`src/rtl/intra_mb_scheduler_if.sv`:
```
// Handshake/bus bundle between the frame controller side and intra_mb_scheduler.
// master: drives start/abort/hold/mb_done, observes issue strobe, coordinates and status.
// slave : the scheduler itself (consumes controls, produces issue strobe and status).
interface intra_mb_scheduler_if;
  logic        start;
  logic        abort;
  logic        hold;
  logic        mb_done;
  logic        mb_enable;
  logic [31:0] mb_number;
  logic        busy;
  logic        frame_done;
  logic        error;
  logic [31:0] mb_count;

  modport master (
    output start, abort, hold, mb_done,
    input  mb_enable, mb_number, busy, frame_done, error, mb_count
  );

  modport slave (
    input  start, abort, hold, mb_done,
    output mb_enable, mb_number, busy, frame_done, error, mb_count
  );
endinterface

```
`src/rtl/intra_mb_scheduler.sv`:
```
// Purpose : raster-order macroblock sequencer; issues one MB coordinate per transaction and
//           waits for per-MB completion before advancing.
// Latency : all outputs registered; minimum 3 cycles per MB (ISSUE, WAIT, ADVANCE).
// Backpressure: hold stalls in ISSUE; WAIT blocks until mb_done or TIMEOUT expiry.
// Ports   : clk, reset (async, active-high); bus (slave modport):
//           start/abort/hold/mb_done in; mb_enable, mb_number {row,col}, busy,
//           frame_done, error (sticky timeout), mb_count out.
module intra_mb_scheduler #(
  parameter int WIDTH     = 1280,
  parameter int LENGTH    = 720,
  parameter int MB_SIZE_L = 8,
  parameter int MB_SIZE_W = 8,
  parameter int TIMEOUT   = 4096
) (
  input  logic                 clk,
  input  logic                 reset,
  intra_mb_scheduler_if.slave  bus
);

  typedef enum logic [2:0] {
    S_IDLE,
    S_ISSUE,
    S_WAIT,
    S_ADVANCE,
    S_DONE
  } state_t;

  localparam int TW = $clog2(TIMEOUT);
  // Timer value seen in the last permitted WAIT cycle (timer starts at 0 in the first one).
  localparam logic [TW-1:0] TMO_LAST = TW'(TIMEOUT - 2);

  // 17-bit limits/steps so the "next position" compare never wraps near 65535.
  localparam logic [16:0] STEP_W = 17'(MB_SIZE_W);
  localparam logic [16:0] STEP_L = 17'(MB_SIZE_L);
  localparam logic [16:0] LIM_W  = 17'(WIDTH);
  localparam logic [16:0] LIM_L  = 17'(LENGTH);

  state_t         state_q, state_d;
  logic [15:0]    row_q, row_d;
  logic [15:0]    col_q, col_d;
  logic [TW-1:0]  timer_q, timer_d;
  logic           mb_enable_q, mb_enable_d;
  logic [31:0]    mb_number_q, mb_number_d;
  logic           busy_q, busy_d;
  logic           frame_done_q, frame_done_d;
  logic           error_q, error_d;
  logic [31:0]    mb_count_q, mb_count_d;

  logic [16:0]    col_sum;
  logic [16:0]    row_sum;

  assign col_sum = {1'b0, col_q} + STEP_W;
  assign row_sum = {1'b0, row_q} + STEP_L;

  always_comb begin
    state_d      = state_q;
    row_d        = row_q;
    col_d        = col_q;
    timer_d      = timer_q;
    mb_enable_d  = 1'b0;
    mb_number_d  = mb_number_q;
    frame_done_d = 1'b0;
    error_d      = error_q;
    mb_count_d   = mb_count_q;

    if (bus.abort) begin
      // Abort outranks start, hold and mb_done; completed-MB count and error are kept.
      state_d = S_IDLE;
    end else begin
      unique case (state_q)
        S_IDLE: begin
          if (bus.start) begin
            row_d      = '0;
            col_d      = '0;
            mb_count_d = '0;
            error_d    = 1'b0;
            state_d    = S_ISSUE;
          end
        end

        S_ISSUE: begin
          if (!bus.hold) begin
            mb_enable_d = 1'b1;
            mb_number_d = {row_q, col_q};
            timer_d     = '0;
            state_d     = S_WAIT;
          end
        end

        S_WAIT: begin
          timer_d = timer_q + 1'b1;
          // mb_done is checked first so a completion on the expiry cycle still counts.
          if (bus.mb_done) begin
            state_d = S_ADVANCE;
          end else if (timer_q == TMO_LAST) begin
            error_d = 1'b1;
            state_d = S_IDLE;
          end
        end

        S_ADVANCE: begin
          if (mb_count_q != 32'hFFFF_FFFF) begin
            mb_count_d = mb_count_q + 32'd1;
          end
          if (col_sum < LIM_W) begin
            col_d   = col_sum[15:0];
            state_d = S_ISSUE;
          end else if (row_sum < LIM_L) begin
            col_d   = '0;
            row_d   = row_sum[15:0];
            state_d = S_ISSUE;
          end else begin
            state_d = S_DONE;
          end
        end

        S_DONE: begin
          frame_done_d = 1'b1;
          state_d      = S_IDLE;
        end

        default: begin
          state_d = S_IDLE;
        end
      endcase
    end

    busy_d = (state_d != S_IDLE);
  end

  always_ff @(posedge clk or posedge reset) begin
    if (reset) begin
      state_q      <= S_IDLE;
      row_q        <= '0;
      col_q        <= '0;
      timer_q      <= '0;
      mb_enable_q  <= 1'b0;
      mb_number_q  <= '0;
      busy_q       <= 1'b0;
      frame_done_q <= 1'b0;
      error_q      <= 1'b0;
      mb_count_q   <= '0;
    end else begin
      state_q      <= state_d;
      row_q        <= row_d;
      col_q        <= col_d;
      timer_q      <= timer_d;
      mb_enable_q  <= mb_enable_d;
      mb_number_q  <= mb_number_d;
      busy_q       <= busy_d;
      frame_done_q <= frame_done_d;
      error_q      <= error_d;
      mb_count_q   <= mb_count_d;
    end
  end

  assign bus.mb_enable  = mb_enable_q;
  assign bus.mb_number  = mb_number_q;
  assign bus.busy       = busy_q;
  assign bus.frame_done = frame_done_q;
  assign bus.error      = error_q;
  assign bus.mb_count   = mb_count_q;

endmodule
```
`src/flat_wrapper.sv`:
```
// flat-port wrapper written by rule: the top's interface ports become plain ports
module intra_mb_scheduler_flat 
#(
  parameter int WIDTH     = 1280,
  parameter int LENGTH    = 720,
  parameter int MB_SIZE_L = 8,
  parameter int MB_SIZE_W = 8,
  parameter int TIMEOUT   = 4096
)
  (clk, reset, bus_start, bus_abort, bus_hold, bus_mb_done, bus_mb_enable, bus_mb_number, bus_busy, bus_frame_done, bus_error, bus_mb_count);
  intra_mb_scheduler_if bus_i ();
  input  logic clk;
  input  logic reset;
  input wire logic [$bits(bus_i.start)-1:0] bus_start;
  input wire logic [$bits(bus_i.abort)-1:0] bus_abort;
  input wire logic [$bits(bus_i.hold)-1:0] bus_hold;
  input wire logic [$bits(bus_i.mb_done)-1:0] bus_mb_done;
  output wire logic [$bits(bus_i.mb_enable)-1:0] bus_mb_enable;
  output wire logic [$bits(bus_i.mb_number)-1:0] bus_mb_number;
  output wire logic [$bits(bus_i.busy)-1:0] bus_busy;
  output wire logic [$bits(bus_i.frame_done)-1:0] bus_frame_done;
  output wire logic [$bits(bus_i.error)-1:0] bus_error;
  output wire logic [$bits(bus_i.mb_count)-1:0] bus_mb_count;
  assign bus_i.start = bus_start;
  assign bus_i.abort = bus_abort;
  assign bus_i.hold = bus_hold;
  assign bus_i.mb_done = bus_mb_done;
  assign bus_mb_enable = bus_i.mb_enable;
  assign bus_mb_number = bus_i.mb_number;
  assign bus_busy = bus_i.busy;
  assign bus_frame_done = bus_i.frame_done;
  assign bus_error = bus_i.error;
  assign bus_mb_count = bus_i.mb_count;
  intra_mb_scheduler #(.WIDTH(WIDTH), .LENGTH(LENGTH), .MB_SIZE_L(MB_SIZE_L), .MB_SIZE_W(MB_SIZE_W), .TIMEOUT(TIMEOUT)) u_core (.clk(clk), .reset(reset), .bus(bus_i));
endmodule
```
`config.mk`:
```
export PLATFORM = sky130hd
export DESIGN_NAME = intra_mb_scheduler_flat
export DESIGN_NICKNAME = d
export VERILOG_FILES = /design/src/rtl/intra_mb_scheduler_if.sv /design/src/rtl/intra_mb_scheduler.sv /design/src/flat_wrapper.sv
export SDC_FILE = /design/constraint.sdc
export NUM_CORES = 1
export LEC_CHECK = 0
export BUFFER_PORTS_ARGS = -buffer_cell sky130_fd_sc_hd__buf_2
export CAP_MARGIN = 20
export CORE_UTILIZATION = 50
export CTS_CLUSTER_DIAMETER = 200
export CTS_CLUSTER_SIZE = 10
export DETAILED_ROUTE_END_ITERATION = 6
export HOLD_SLACK_MARGIN = 0.02
export PLACE_DENSITY = 0.73
export SLEW_MARGIN = 20
export SYNTH_ARGS = -nofsm -noshare
export SYNTH_HDL_FRONTEND = slang
export SYNTH_SLANG_ARGS = --single-unit
```
`constraint.sdc`:
```
create_clock -name clk -period 3.95 [get_ports clk]
set_input_delay 0.1975 -clock clk [delete_from_list [all_inputs] [get_ports clk]]
set_output_delay 0.1975 -clock clk [all_outputs]
set_load 0.02 [all_outputs]
```
==> results of run 1 <==
## state kept, by name (all words and copies together) (netlist names)
| name | count |
|---|---|
| u_core.col_q | 13 |
| u_core.bus.mb_number | 26 |
| u_core.bus.mb_count | 32 |
| u_core.bus.mb_enable | 1 |
| u_core.bus.frame_done | 1 |
| u_core.bus.busy | 1 |
| u_core.state_q | 3 |
| u_core.bus.error | 1 |
| u_core.row_q | 13 |
| u_core.timer_q | 12 |
## path summary, 6_finish.rpt
check / from / end / slack [ns] / depth (start not counted)
worst min register to register: u_core.bus.mb_number[29] / u_core.bus.mb_number[29] / 0.47 / 2
worst max-delay path: u_core.state_q[1] / u_core.bus.mb_count[17] / 1.06 / 7
max in group asynchronous: reset / u_core.bus.mb_number[21] / 3.03 / 3
min in group clk: bus_abort / u_core.timer_q[1] / 0.09 / 2
worst min-delay path: reset / u_core.state_q[1] / -0.002 / 2
worst max register to register: u_core.state_q[1] / u_core.bus.mb_count[17] / 1.06 / 7
## cell type report
class                   count  area (sq um)
fillers                   942          4440
flip-flops and latches    103          2580
multi-input cells         442          2490
repair buffers             71           365
well taps                 136           170
clock buffers              12           155
clock inverters             4          53.8
inverters                   7          30.0
## metal layers
metal / track usage [%] / vias to the layer above / share of wire [%] / wire (microns)
met4: 6.74 / 0 / 1.6 / 182
li1: - / 2108 / - / -
met1: 30.0 / 2148 / 47 / 5340
met2: 34.9 / 123 / 47 / 5380
met5: 0 / - / 0 / 0
met3: 4.05 / 19 / 4.3 / 493
## cell families after synthesis
kind of cell | Yosys count | synth area share, %
AOI/OAI and AO/OA | 82 | 10.4
xor gates and xnor gates | 32 | 5.31
adders and majority gates | 5 | 1.19
buffers and inverters | 45 | 4.51
DFF | 103 | 48.8
muxes | 2 | 0.427
other | 1 | 0.0711
and+or+nand+nor | 315 | 29.3
## synth_stat cells (5+ instances only)
cell type	instances	area (sq um)
sky130_fd_sc_hd__a21o_1	7	52.6
sky130_fd_sc_hd__nand2_1	117	439
sky130_fd_sc_hd__inv_1	6	22.5
sky130_fd_sc_hd__dfrtp_1	103	2580
sky130_fd_sc_hd__a211o_1	5	43.8
sky130_fd_sc_hd__a21oi_1	14	70.1
sky130_fd_sc_hd__nor2_1	61	229
sky130_fd_sc_hd__and2_1	13	81.3
sky130_fd_sc_hd__xor2_1	24	210
sky130_fd_sc_hd__nand4_1	24	150
sky130_fd_sc_hd__nand3_1	20	100
sky130_fd_sc_hd__ha_1	5	62.6
sky130_fd_sc_hd__nand2b_1	5	31.3
sky130_fd_sc_hd__buf_2	9	45.0
sky130_fd_sc_hd__o21ai_0	24	120
sky130_fd_sc_hd__nor3_1	18	90.1
sky130_fd_sc_hd__buf_4	7	52.6
sky130_fd_sc_hd__xnor2_1	8	70.1
sky130_fd_sc_hd__or3_1	5	31.3
sky130_fd_sc_hd__and3_1	22	138
sky130_fd_sc_hd__clkbuf_1	18	67.6
## stage by stage
step | instance area, sq um | cells | util (%) | hold WS (ns)
after global placement | 5630 | 759 | 54.8 | 0.439
after detailed placement | 5630 | 759 | 54.8 | 0.447
final | 5840 | 775 | 56.8 | -0.00172
after global routing | 5840 | 775 | 56.8 | 0.0716
after CTS | 5840 | 775 | 56.8 | 0.0455
after floorplan | 5300 | 590 | - | 0.269
## power groups by stage
stage	Clock [mW]	Sequential, mW	Combinational [mW]
after global routing	0.744	1.12	0.182
after detailed placement	0	1.13	0.166
after floorplan	0	1.14	0.106
after CTS	0.699	1.11	0.167
final	0.689	1.11	0.164
after global placement	0	1.13	0.162
==> out/results.env, run 1 <==
STATUS='finished with violations'
VIOLATIONS_IN_THE_FINAL_REPORTS='negative hold slack'
ANTENNA_VIOLATING_NETS_POST_ROUTE=0
INITIAL_CORE_UTIL_PCT=51.3
CLOCK_LATENCY_NS=0.36
PLACE_CONGESTION=0.847
CRITICAL-PATH-SLOWEST-CELL='sky130_fd_sc_hd__a41oi_2'
INITIAL_ANTENNA_VIOLATION_COUNT=0
LAYOUT_COMMON_CELLS='sky130_fd_sc_hd__nand2_1, sky130_fd_sc_hd__dfrtp_1, sky130_fd_sc_hd__buf_2, sky130_fd_sc_hd__nor2_1'
CRITICAL-PATH-MAX-STAGE-DELAY_NS=1.02
TIMING.CRITICAL_PATH.MAX_DELAY_FAMILY='compound AO/OA/AOI/OAI gates'
HOLDBUFCOUNTCTS=0
LAYOUT_COMMONEST_CELL='sky130_fd_sc_hd__nand2_1'
DRTITER0DRC=245
WORST-ENDPOINT-REQUIRED_NS=4.20
CRIT_BUF_INV=0
SYN_AREA_PER_CELL_SQ_UM=9.02
SEQ_POWER_SHARE_PCT=56.5
DR_TOTAL_VIAS=4398
SWITCHING_POWER_uW=506
CLOCK-SKEW-FINAL_NS=0.00884
TRACK_USAGE_PCT=21.7
P_SW_SHARE_PCT=25.8
SHORTEST_CLOCK_PERIOD_THE_WORST_PATH_ALLOWS_AFTER_LAYOUT_NS=2.89
SETUP_SLACK_NS=1.06
VDD_IR_DROP_MAX_mV=0.180
TOTAL_POWER_mW=1.96
PLACE_HPWL_MICRONS=7790
WORST_SLEW_MARGIN_REL_PCT=29.7
SETUP.WORST_PATH.START_CLASS='flop'
PATH_CELLS='nand2b_1, o21ai_0, nand2_1, a41oi_2, nand4_1, xor2_1, nor2_1'
YOSYS.CELL_TYPES.COUNT=63
WORSTMARGINPINSLEW_NS=1.05
SHARE_OF_CELLS_ABOVE_DRIVE_STRENGTH_1_PCT=16.1
DIE_H_MICRONS=105
COMB_POWER_SHARE_PCT=8.4
YOSYSWARNINGCOUNT=0
TRITONCTS='done'
SYNTHTOLAYOUTAREAGROWTH_PCT=10.7
STATIC-LEAKAGE-POWER_nW=3.00
ANTENNA-DIODE-COUNT=0
DIE_AREA_SQ_UM=11000
GRT_SETUP_UNREPAIRED='no'
HOLD_PATH_CLASS='primary input to asynchronous set/reset pin'
CRITPATHCAPTURETYPE='flop'
DETAIL_ROUTE.FIRST_PASS.ITERATIONS=4
CRIT_PATH_MAX_FANOUT=25
SYN_AREA_SQ_UM=5280
POST-CTS-SETUP-BUFFER-COUNT=0
FINAL_MAX_SLEW_VIOL_COUNT=0
DESIGN.CORE.AREA_SQ_UM=10300
POWER_REPORT.INTERNAL_TOTAL_mW=1.46
IO_BUFFER_COUNT=67
START_TO_END_TYPE_OF_THE_WORST_SETUP_PATH='flop to flop'
SEQ_AREA_FRAC_SYNTH_PCT=48.8
YS_FF_LATCH=103
POST_SYNTH_ARST_SHARE_PCT=100
FLOORPLAN.ROWS=37
P_CLK_SHARE_PCT=35.1
ROUTE.DETAILED.WL_PER_INST_MICRONS=14.7
CLK_PATH_BUF_DEPTH=2
CTS_MADE_BUFFERS=9
PERIOD_SHARE_PCT=73.3
WIRELENGTH_MICRONS=11400
POST_DRT_VIA_CELL_RATIO=5.67
DRV.MAX_CAP_VIOLATION_COUNT=0
HOLD_VIOL_FINAL=3
WIRE_LENGTH_OF_THE_FIRST_GLOBAL_ROUTING_PASS_MICRONS=19400
H-TREE-DEPTH=3
FINISH.NET_COUNT=645
GRT_MAX_DEGREE=73
FIRST_GLOBAL_VIAS=4055
GR-TOTAL-OVERFLOW=0
SETUP_VIOL_COUNT_FINAL=0
RESIDUAL_DRC=0
YOSYS_MOST_USED_DFF='sky130_fd_sc_hd__dfrtp_1'
PATH_CLK_SLEW_NS=0.10
DIE_X_MICRONS=105
POWER.DENSITY_nW_PER_UM2=336
CTS_SINKS=103
SYNTH-EDFF-COUNT=0
POSTCTSRESIZEDCELLS=0
WORST-ENDPOINT-ARRIVAL_NS=3.14
HOLD-WORST-SLACK_NS=-0.00172
POST-PLACE-WS_NS=1.11
SETUP_TNS_NS=0
IO_PINS=74
SYNTHCELLS=585
TIMING.FMAX_GHz=0.346
CLOCKROOTBUFFER='sky130_fd_sc_hd__clkbuf_8'
Note: power is estimated with default switching activity, not from simulation.
==> inputs of run 2 (changes only) <==
==> constraint.sdc (replaced) <==
create_clock -name clk -period 2.7 [get_ports clk]
set_input_delay 0.135 -clock clk [delete_from_list [all_inputs] [get_ports clk]]
set_output_delay 0.135 -clock clk [all_outputs]
set_load 0.02 [all_outputs]
==> run 2 against run 1 <==
The run now ends clean. Clock power grew 35%. Design area grew 2.5%. Flip-flop and latch count is the same. Non-clock buffer count grew 16. Cell count grew 2.1%. Critical path type unchanged.
==> out/results.env, run 2 (synthesis results as in run 1) <==
ANTENNA_VIOLATING_NETS_POST_ROUTE=0  # unchanged
SETUP.WORST_PATH.START_CLASS='flop'
HOLD_PATH_CLASS='primary input to flop'
DETAIL_ROUTE.FIRST_PASS.ITERATIONS=4  # unchanged
DR_TOTAL_VIAS=4395  # -0.068%
COMB_POWER_SHARE_PCT=9.0  # +0.6 points
FIRST_GLOBAL_VIAS=4137  # +2.0%
DIE_X_MICRONS=105  # unchanged
WORST-ENDPOINT-ARRIVAL_NS=2.78  # -0.36 ns
IO_PINS=74  # unchanged
CLOCKROOTBUFFER='sky130_fd_sc_hd__clkbuf_8'
WIRELENGTH_MICRONS=11300  # -1.2%
WORST_SETUP_PATH_END='u_core.row_q[5]'
SETUP_VIOL_COUNT_FINAL=0  # unchanged
DRTITER0DRC=238  # -2.9%
PLACEMENT.CELL_AREA_SQ_UM=5730  # +1.7%
DRV.MAX_CAP_VIOLATION_COUNT=0  # unchanged
FILLERINSTANCES=945  # +0.32%
GR-TOTAL-OVERFLOW=0  # unchanged
POST_DRT_VIA_CELL_RATIO=5.56  # -2.1%
R2R.WORST_PATH.CELLS=9  # +2
ANTENNA-DIODE-COUNT=0  # unchanged
PLACE_CONGESTION=0.881  # +4.1%
RESIDUAL_DRC=0  # unchanged
TOTAL_POWER_mW=2.80  # +43%
INITIAL_CORE_UTIL_PCT=51.3  # unchanged
TRITONCTS='done'
LAYOUT_COMMON_CELLS='sky130_fd_sc_hd__nand2_1, sky130_fd_sc_hd__dfrtp_1, sky130_fd_sc_hd__buf_2, sky130_fd_sc_hd__nor2_1'
SETUP.REG_TO_REG.WORST_SLACK_NS=0.16  # -0.89 ns
PERIOD_SHARE_PCT=94.0  # +21 points
P_SW_SHARE_PCT=27.4  # +1.7 points
TIMING.FMAX_GHz=0.394  # +14%
SHORTEST_CLOCK_PERIOD_THE_WORST_PATH_ALLOWS_AFTER_LAYOUT_NS=2.54  # -0.357 ns
R2R_START='u_core.col_q[3]'
TRACK_USAGE_PCT=21.5  # -0.28 points
P_CLK_SHARE_PCT=33.1  # -2.0 points
AREA.SEQUENTIAL_SQ_UM=2580  # unchanged
FLOORPLAN.ROWS=37  # unchanged
CLK_PATH_BUF_DEPTH=2  # unchanged
CRITPATHCAPTURETYPE='flop'
POWER_REPORT.INTERNAL_TOTAL_mW=2.03  # +40%
CLOCK_LATENCY_NS=0.37  # about the same
CTS_SINKS=103  # unchanged
CTS_MADE_BUFFERS=9  # unchanged
MULTI_INPUT_COMB_AREA_SQ_UM=2520  # +1.3%
WORST-ENDPOINT-REQUIRED_NS=2.95  # -1.25 ns
DIE_AREA_SQ_UM=11000  # unchanged
INITIAL_ANTENNA_VIOLATION_COUNT=0  # unchanged
ROUTE.DETAILED.WL_PER_INST_MICRONS=14.2  # -3.2%
START_TO_END_TYPE_OF_THE_WORST_SETUP_PATH='flop to flop'
CLOCK-SKEW-FINAL_NS=0.0129  # +0.00410 ns
WORST_SLEW_MARGIN_REL_PCT=40.6  # +11 points
PLACE_HPWL_MICRONS=7810  # +0.27%
FINAL_AREA_SQ_UM=5990  # +2.5%
FINAL_MAX_SLEW_VIOL_COUNT=0  # unchanged
HOLD_VIOL_FINAL=0  # -3
IO_BUFFER_COUNT=67  # unchanged
SETUP_SLACK_NS=0.163  # -0.893 ns
SETUP_TNS_NS=0  # unchanged
PLACED_CELLS_INCL_TAPS=770  # +1.4%
SWITCHING_POWER_uW=769  # +52%
LAYOUT_COMMONEST_CELL='sky130_fd_sc_hd__nand2_1'
WIRE_LENGTH_OF_THE_FIRST_GLOBAL_ROUTING_PASS_MICRONS=19300  # -0.28%
WORST_REG2REG_PATH_ENDPOINT='u_core.row_q[5]'
WORSTMARGINPINSLEW_NS=0.889  # -0.166 ns
POST-PLACE-WS_NS=0.0323  # -1.07 ns
H-TREE-DEPTH=3  # unchanged
STATIC-LEAKAGE-POWER_nW=3.07  # +2.3%
SEQ_POWER_SHARE_PCT=57.9  # +1.4 points
CRIT_PATH_MAX_FANOUT=7  # -72%
GRT_MAX_DEGREE=47  # -36%
DIE_H_MICRONS=105  # unchanged
HOLDPATHSTAGES=4
SYNTHTOLAYOUTAREAGROWTH_PCT=13.5
SHARE_OF_CELLS_ABOVE_DRIVE_STRENGTH_1_PCT=18.6  # +2.5 points
CP-STARTPOINT='u_core.col_q[3]'
DESIGN.CORE.AREA_SQ_UM=10300  # unchanged
VDD_IR_DROP_MAX_mV=0.321  # +78%
STATUS='completed'
FINALNONFILLERCELLS=791  # +2.1%
PATH_CLK_SLEW_NS=0.11  # about the same
POWER.DENSITY_nW_PER_UM2=468  # +39%
LARGEST_REGISTER_FFS=32  # unchanged
GRT_SETUP_UNREPAIRED='no'
FINISH.NET_COUNT=661  # +2.5%
-- run 2: layer usage --
metal  wire length [microns]  GRT usage (%)  vias to the layer above
li1                        -              -                     2137
met1                    5130           29.1                     2115
met2                    5400           35.7                      129
met3                     574           2.87                       14
met4                     164           7.14                        0
met5                       0              0                        -
-- run 2: worst min path at each step --
stage	startpoint	endpoint
6_report	bus_mb_done	u_core.bus.error
2_1_floorplan	bus_abort	u_core.bus.frame_done
4_1_cts	bus_mb_done	u_core.bus.error
3_3_place_gp	reset	u_core.bus.busy
5_1_grt	bus_mb_done	u_core.bus.error
3_5_place_dp	reset	u_core.bus.error
-- run 2: power by group through the flow --
stage	Sequential (mW)	Clock [mW]	Combinational [mW]
3_5_place_dp	1.65	0	0.253
3_3_place_gp	1.65	0	0.246
5_1_grt	1.63	1.00	0.283
4_1_cts	1.62	0.954	0.255
6_report	1.62	0.927	0.252
2_1_floorplan	1.67	0	0.156
-- run 2: critical path: stages (launching register included) --
cell and delay [ns]:
sky130_fd_sc_hd__dfrtp_1 0.44, sky130_fd_sc_hd__ha_2 0.25, sky130_fd_sc_hd__nand3_1 0.11, sky130_fd_sc_hd__nor3_1 0.07, sky130_fd_sc_hd__or4_1 0.40, sky130_fd_sc_hd__a221o_1 0.37
sky130_fd_sc_hd__nor3b_4 0.18, sky130_fd_sc_hd__buf_4 0.17, sky130_fd_sc_hd__and3_1 0.17, sky130_fd_sc_hd__a211o_1 0.26
-- run 2: per-stage QoR --
step,util (%),hold slack (ns)
2_1_floorplan,-,0.206
3_3_place_gp,55.7,0.352
3_5_place_dp,55.7,0.363
4_1_cts,58.0,0.0917
5_1_grt,58.3,0.132
6_report,58.3,0.0975
-- run 2: repair_timing --
item,in CTS,in global routing
hold buffers,2,0
gates cloned,0,0
setup buffers,3,0
pin swaps,1,0
setup endpoints to repair,1,26
hold endpoints to repair,40,0
resized for setup,0,6
-- run 2: cell type report --
type / count / share of cell area (%)
Sequential cell: 103 / 43.0
Multi-Input combinational cell: 442 / 42.1
Timing Repair Buffer: 87 / 8.40
Tap cell: 136 / 2.84
Clock buffer: 10 / 2.30
Clock inverter: 6 / 0.836
Inverter: 7 / 0.522
==> inputs of run 3 (changes only) <==
--- a/config.mk
+++ b/config.mk
@@ -7,6 +7,7 @@
 export LEC_CHECK = 0
 export BUFFER_PORTS_ARGS = -buffer_cell sky130_fd_sc_hd__buf_2
 export CAP_MARGIN = 20
+export CORE_ASPECT_RATIO = 0.6
 export CORE_UTILIZATION = 50
 export CTS_CLUSTER_DIAMETER = 200
 export CTS_CLUSTER_SIZE = 10
==> run 3 against run 2 <==
Register-to-register slack got worse by 0.05 ns. Highest routed layer unchanged. Critical endpoint is now u_core.row_q[7]. Largest cell class unchanged. Combinational power rose by 2%. Clock skew fell by 0.0038 ns.
==> out/results.env, run 3 (synthesis results as in run 1) <==
STATUS='completed'
INITIAL_ANTENNA_VIOLATION_COUNT=0  # unchanged
SETUP_TNS_NS=0  # unchanged
POWER_REPORT.INTERNAL_TOTAL_mW=2.59  # +28%
CRIT_BUF_INV=1  # unchanged
DIE_AREA_SQ_UM=11000  # +0.12%
GR-TOTAL-OVERFLOW=0  # unchanged
SEQ_POWER_SHARE_PCT=48.0  # -9.9 points
GRT_SETUP_UNREPAIRED='no'
IO_PINS=74  # unchanged
TIMING.CRITICAL_PATH.MAX_DELAY_FAMILY='simple AND/OR/NAND/NOR gates'
GRT_MAX_DEGREE=60  # +28%
CRIT_PATH_MAX_FANOUT=7  # unchanged
P_CLK_SHARE_PCT=44.5  # +11 points
DRTITER0DRC=304  # +28%
ROUTE.DETAILED.WL_PER_INST_MICRONS=15.8  # +11%
INITIAL_CORE_UTIL_PCT=52.5  # +1.1 points
WIRELENGTH_MICRONS=12400  # +10%
PLACE_CONGESTION=0.846  # -4.0%
DR_TOTAL_VIAS=4530  # +3.1%
RESIDUAL_DRC=0  # unchanged
CLOCKROOTBUFFER='sky130_fd_sc_hd__clkbuf_16'
DETAIL_ROUTE.FIRST_PASS.ITERATIONS=5  # +1
HOLD_PATH_CLASS='primary input to flop'
UTILIZATION_PCT=61.2  # +2.9 points
FINALNONFILLERCELLS=789  # -0.25%
DIE_X_MICRONS=135  # +29%
DRV.MAX_CAP_VIOLATION_COUNT=0  # unchanged
ANTENNA-DIODE-COUNT=0  # unchanged
LARGEST_REGISTER_FFS=32  # unchanged
SWITCHING_POWER_uW=796  # +3.5%
SYNTHTOLAYOUTAREAGROWTH_PCT=16.6
FINISH.NET_COUNT=660  # -0.15%
COMB_POWER_SHARE_PCT=7.5  # -1.5 points
START_TO_END_TYPE_OF_THE_WORST_SETUP_PATH='flop to flop'
P_SW_SHARE_PCT=23.5  # -4.0 points
POST_DRT_VIA_CELL_RATIO=5.74  # +3.3%
IO_BUFFER_COUNT=67  # unchanged
FLOORPLAN.ROWS=28  # -24%
VDD_IR_DROP_MAX_mV=0.391  # +22%
SETUP.WORST_PATH.START_CLASS='flop'
H-TREE-DEPTH=3  # unchanged
CRITICAL-PATH-SLOWEST-CELL='sky130_fd_sc_hd__dfrtp_1'
HOLD_VIOL_FINAL=0  # unchanged
SETUP_VIOL_COUNT_FINAL=0  # unchanged
PERIOD_SHARE_PCT=95.8  # +1.8 points
CLOCK_LATENCY_NS=0.35  # -0.02 ns
TRITONCTS='done'
FILLERINSTANCES=860  # -9.0%
WORST-ENDPOINT-REQUIRED_NS=2.94  # about the same
ANTENNA_VIOLATING_NETS_POST_ROUTE=0  # unchanged
WORST-ENDPOINT-ARRIVAL_NS=2.82  # +0.04 ns
WIRE_LENGTH_OF_THE_FIRST_GLOBAL_ROUTING_PASS_MICRONS=20500  # +5.7%
FINAL_AREA_SQ_UM=6150  # +2.7%
POWER.DENSITY_nW_PER_UM2=551  # +18%
CLK_PATH_BUF_DEPTH=2  # unchanged
LAYOUT_COMMON_CELLS='sky130_fd_sc_hd__nand2_1, sky130_fd_sc_hd__dfrtp_1, sky130_fd_sc_hd__buf_2, sky130_fd_sc_hd__nor2_1'
TRACK_USAGE_PCT=23.9  # +2.4 points
PLACED_CELLS_INCL_TAPS=769  # -0.13%
FINAL_MAX_SLEW_VIOL_COUNT=0  # unchanged
PATH_CLK_SLEW_NS=0.07  # -0.04 ns
CTS_MADE_BUFFERS=9  # unchanged
STATIC-LEAKAGE-POWER_nW=3.14  # +2.4%
CRITICAL-PATH-MAX-STAGE-DELAY_NS=0.45  # about the same
PLACEMENT.CELL_AREA_SQ_UM=5730  # about the same
SHORTEST_CLOCK_PERIOD_THE_WORST_PATH_ALLOWS_AFTER_LAYOUT_NS=2.59  # +0.0495 ns
DESIGN.CORE.AREA_SQ_UM=10100  # -2.2%
CTS_SINKS=103  # unchanged
PATH_CELLS='ha_2, nand3_1, nor3_1, or4_1, a221o_1, nor3b_4, buf_4, nor4b_1, a211o_1'
CRITPATHCAPTURETYPE='flop'
CLOCK-SKEW-FINAL_NS=0.00917  # -0.00377 ns
DIE_H_MICRONS=81.6  # -22%
PLACE_HPWL_MICRONS=8540  # +9.3%
SHARE_OF_CELLS_ABOVE_DRIVE_STRENGTH_1_PCT=18.7  # +0.028 points
FIRST_GLOBAL_VIAS=4097  # -0.97%
LAYOUT_COMMONEST_CELL='sky130_fd_sc_hd__nand2_1'
TIMING.FMAX_GHz=0.387  # -1.9%
[run 3: cell count changes in the layout (fill, tap and decap cells not counted), moves of 3 or more]
cell / change
sky130_fd_sc_hd__clkbuf_8: -9
sky130_fd_sc_hd__bufinv_16: +3
sky130_fd_sc_hd__inv_6: -3
sky130_fd_sc_hd__clkbuf_16: +9
[run 3: path summary, 6_finish.rpt]
check                                         start                  endpoint  slack (ns)  cells past startpoint
min                                       bus_abort     u_core.bus.frame_done        0.03                      2
max                                 u_core.col_q[3]           u_core.row_q[7]        0.11                      9
max reg2reg                         u_core.col_q[3]           u_core.row_q[7]        0.11                      9
min reg2reg                u_core.bus.mb_number[25]  u_core.bus.mb_number[25]        0.47                      2
min in group asynchronous                     reset   u_core.bus.mb_count[22]        0.35                      3
max in group asynchronous                     reset           u_core.row_q[6]        1.68                      4
[run 3: worst reg2reg max path, delay by kind of cell (launching register included)]
kind                       cells  cell delay [ns]
and+or+nand+nor                5             0.91
AOI/OAI and AO/OA              2             0.68
DFF                            1             0.45
adders and majority gates      1             0.27
buffers and inverters          1             0.17
[run 3: final cells by class]
type                            count  area [sq um]  area share [%]
Tap cell                          135           169            2.75
Inverter                            7          31.3           0.509
Clock buffer                       11           243            3.95
Timing Repair Buffer               86           497            8.08
Sequential cell                   103          2580            41.9
Multi-Input combinational cell    442          2530            41.1
Clock inverter                      5           105            1.71
[run 3: repair_timing]
| item | in CTS | in global routing |
|---|---|---|
| hold buffers | 1 | 0 |
| endpoints found under the hold margin | 19 | 0 |
| endpoints found under the setup margin | 3 | 26 |
| pin swaps | 1 | 0 |
| buffers inserted | 3 | 0 |
| gates cloned | 0 | 0 |
| resized for setup | 0 | 10 |
[run 3: per-layer routing]
layer / routed length, microns / up-vias / GRT usage, %
met5: 0 / - / 0
met1: 6140 / 2172 / 35.2
met3: 798 / 23 / 5.62
li1: - / 2153 / -
met2: 5330 / 182 / 35.1
met4: 172 / 0 / 6.63
[run 3: per-stage QoR]
step                      hold slack [ns]  power [mW]  setup slack [ns]
after detailed placement            0.186        1.91           -0.0272
final                              0.0340        3.39             0.113
after global placement              0.179        1.90             0.162
after CTS                          0.0337        3.41            0.0514
after global routing               0.0580        3.51            0.0110
after floorplan                     0.206        1.83             0.220
[run 3: power groups by stage]
stage | combinational, mW | clock (mW) | sequential [mW]
6_report | 0.256 | 1.51 | 1.63
5_1_grt | 0.287 | 1.59 | 1.63
4_1_cts | 0.255 | 1.53 | 1.63
3_5_place_dp | 0.252 | 0 | 1.65
3_3_place_gp | 0.247 | 0 | 1.65
2_1_floorplan | 0.156 | 0 | 1.67
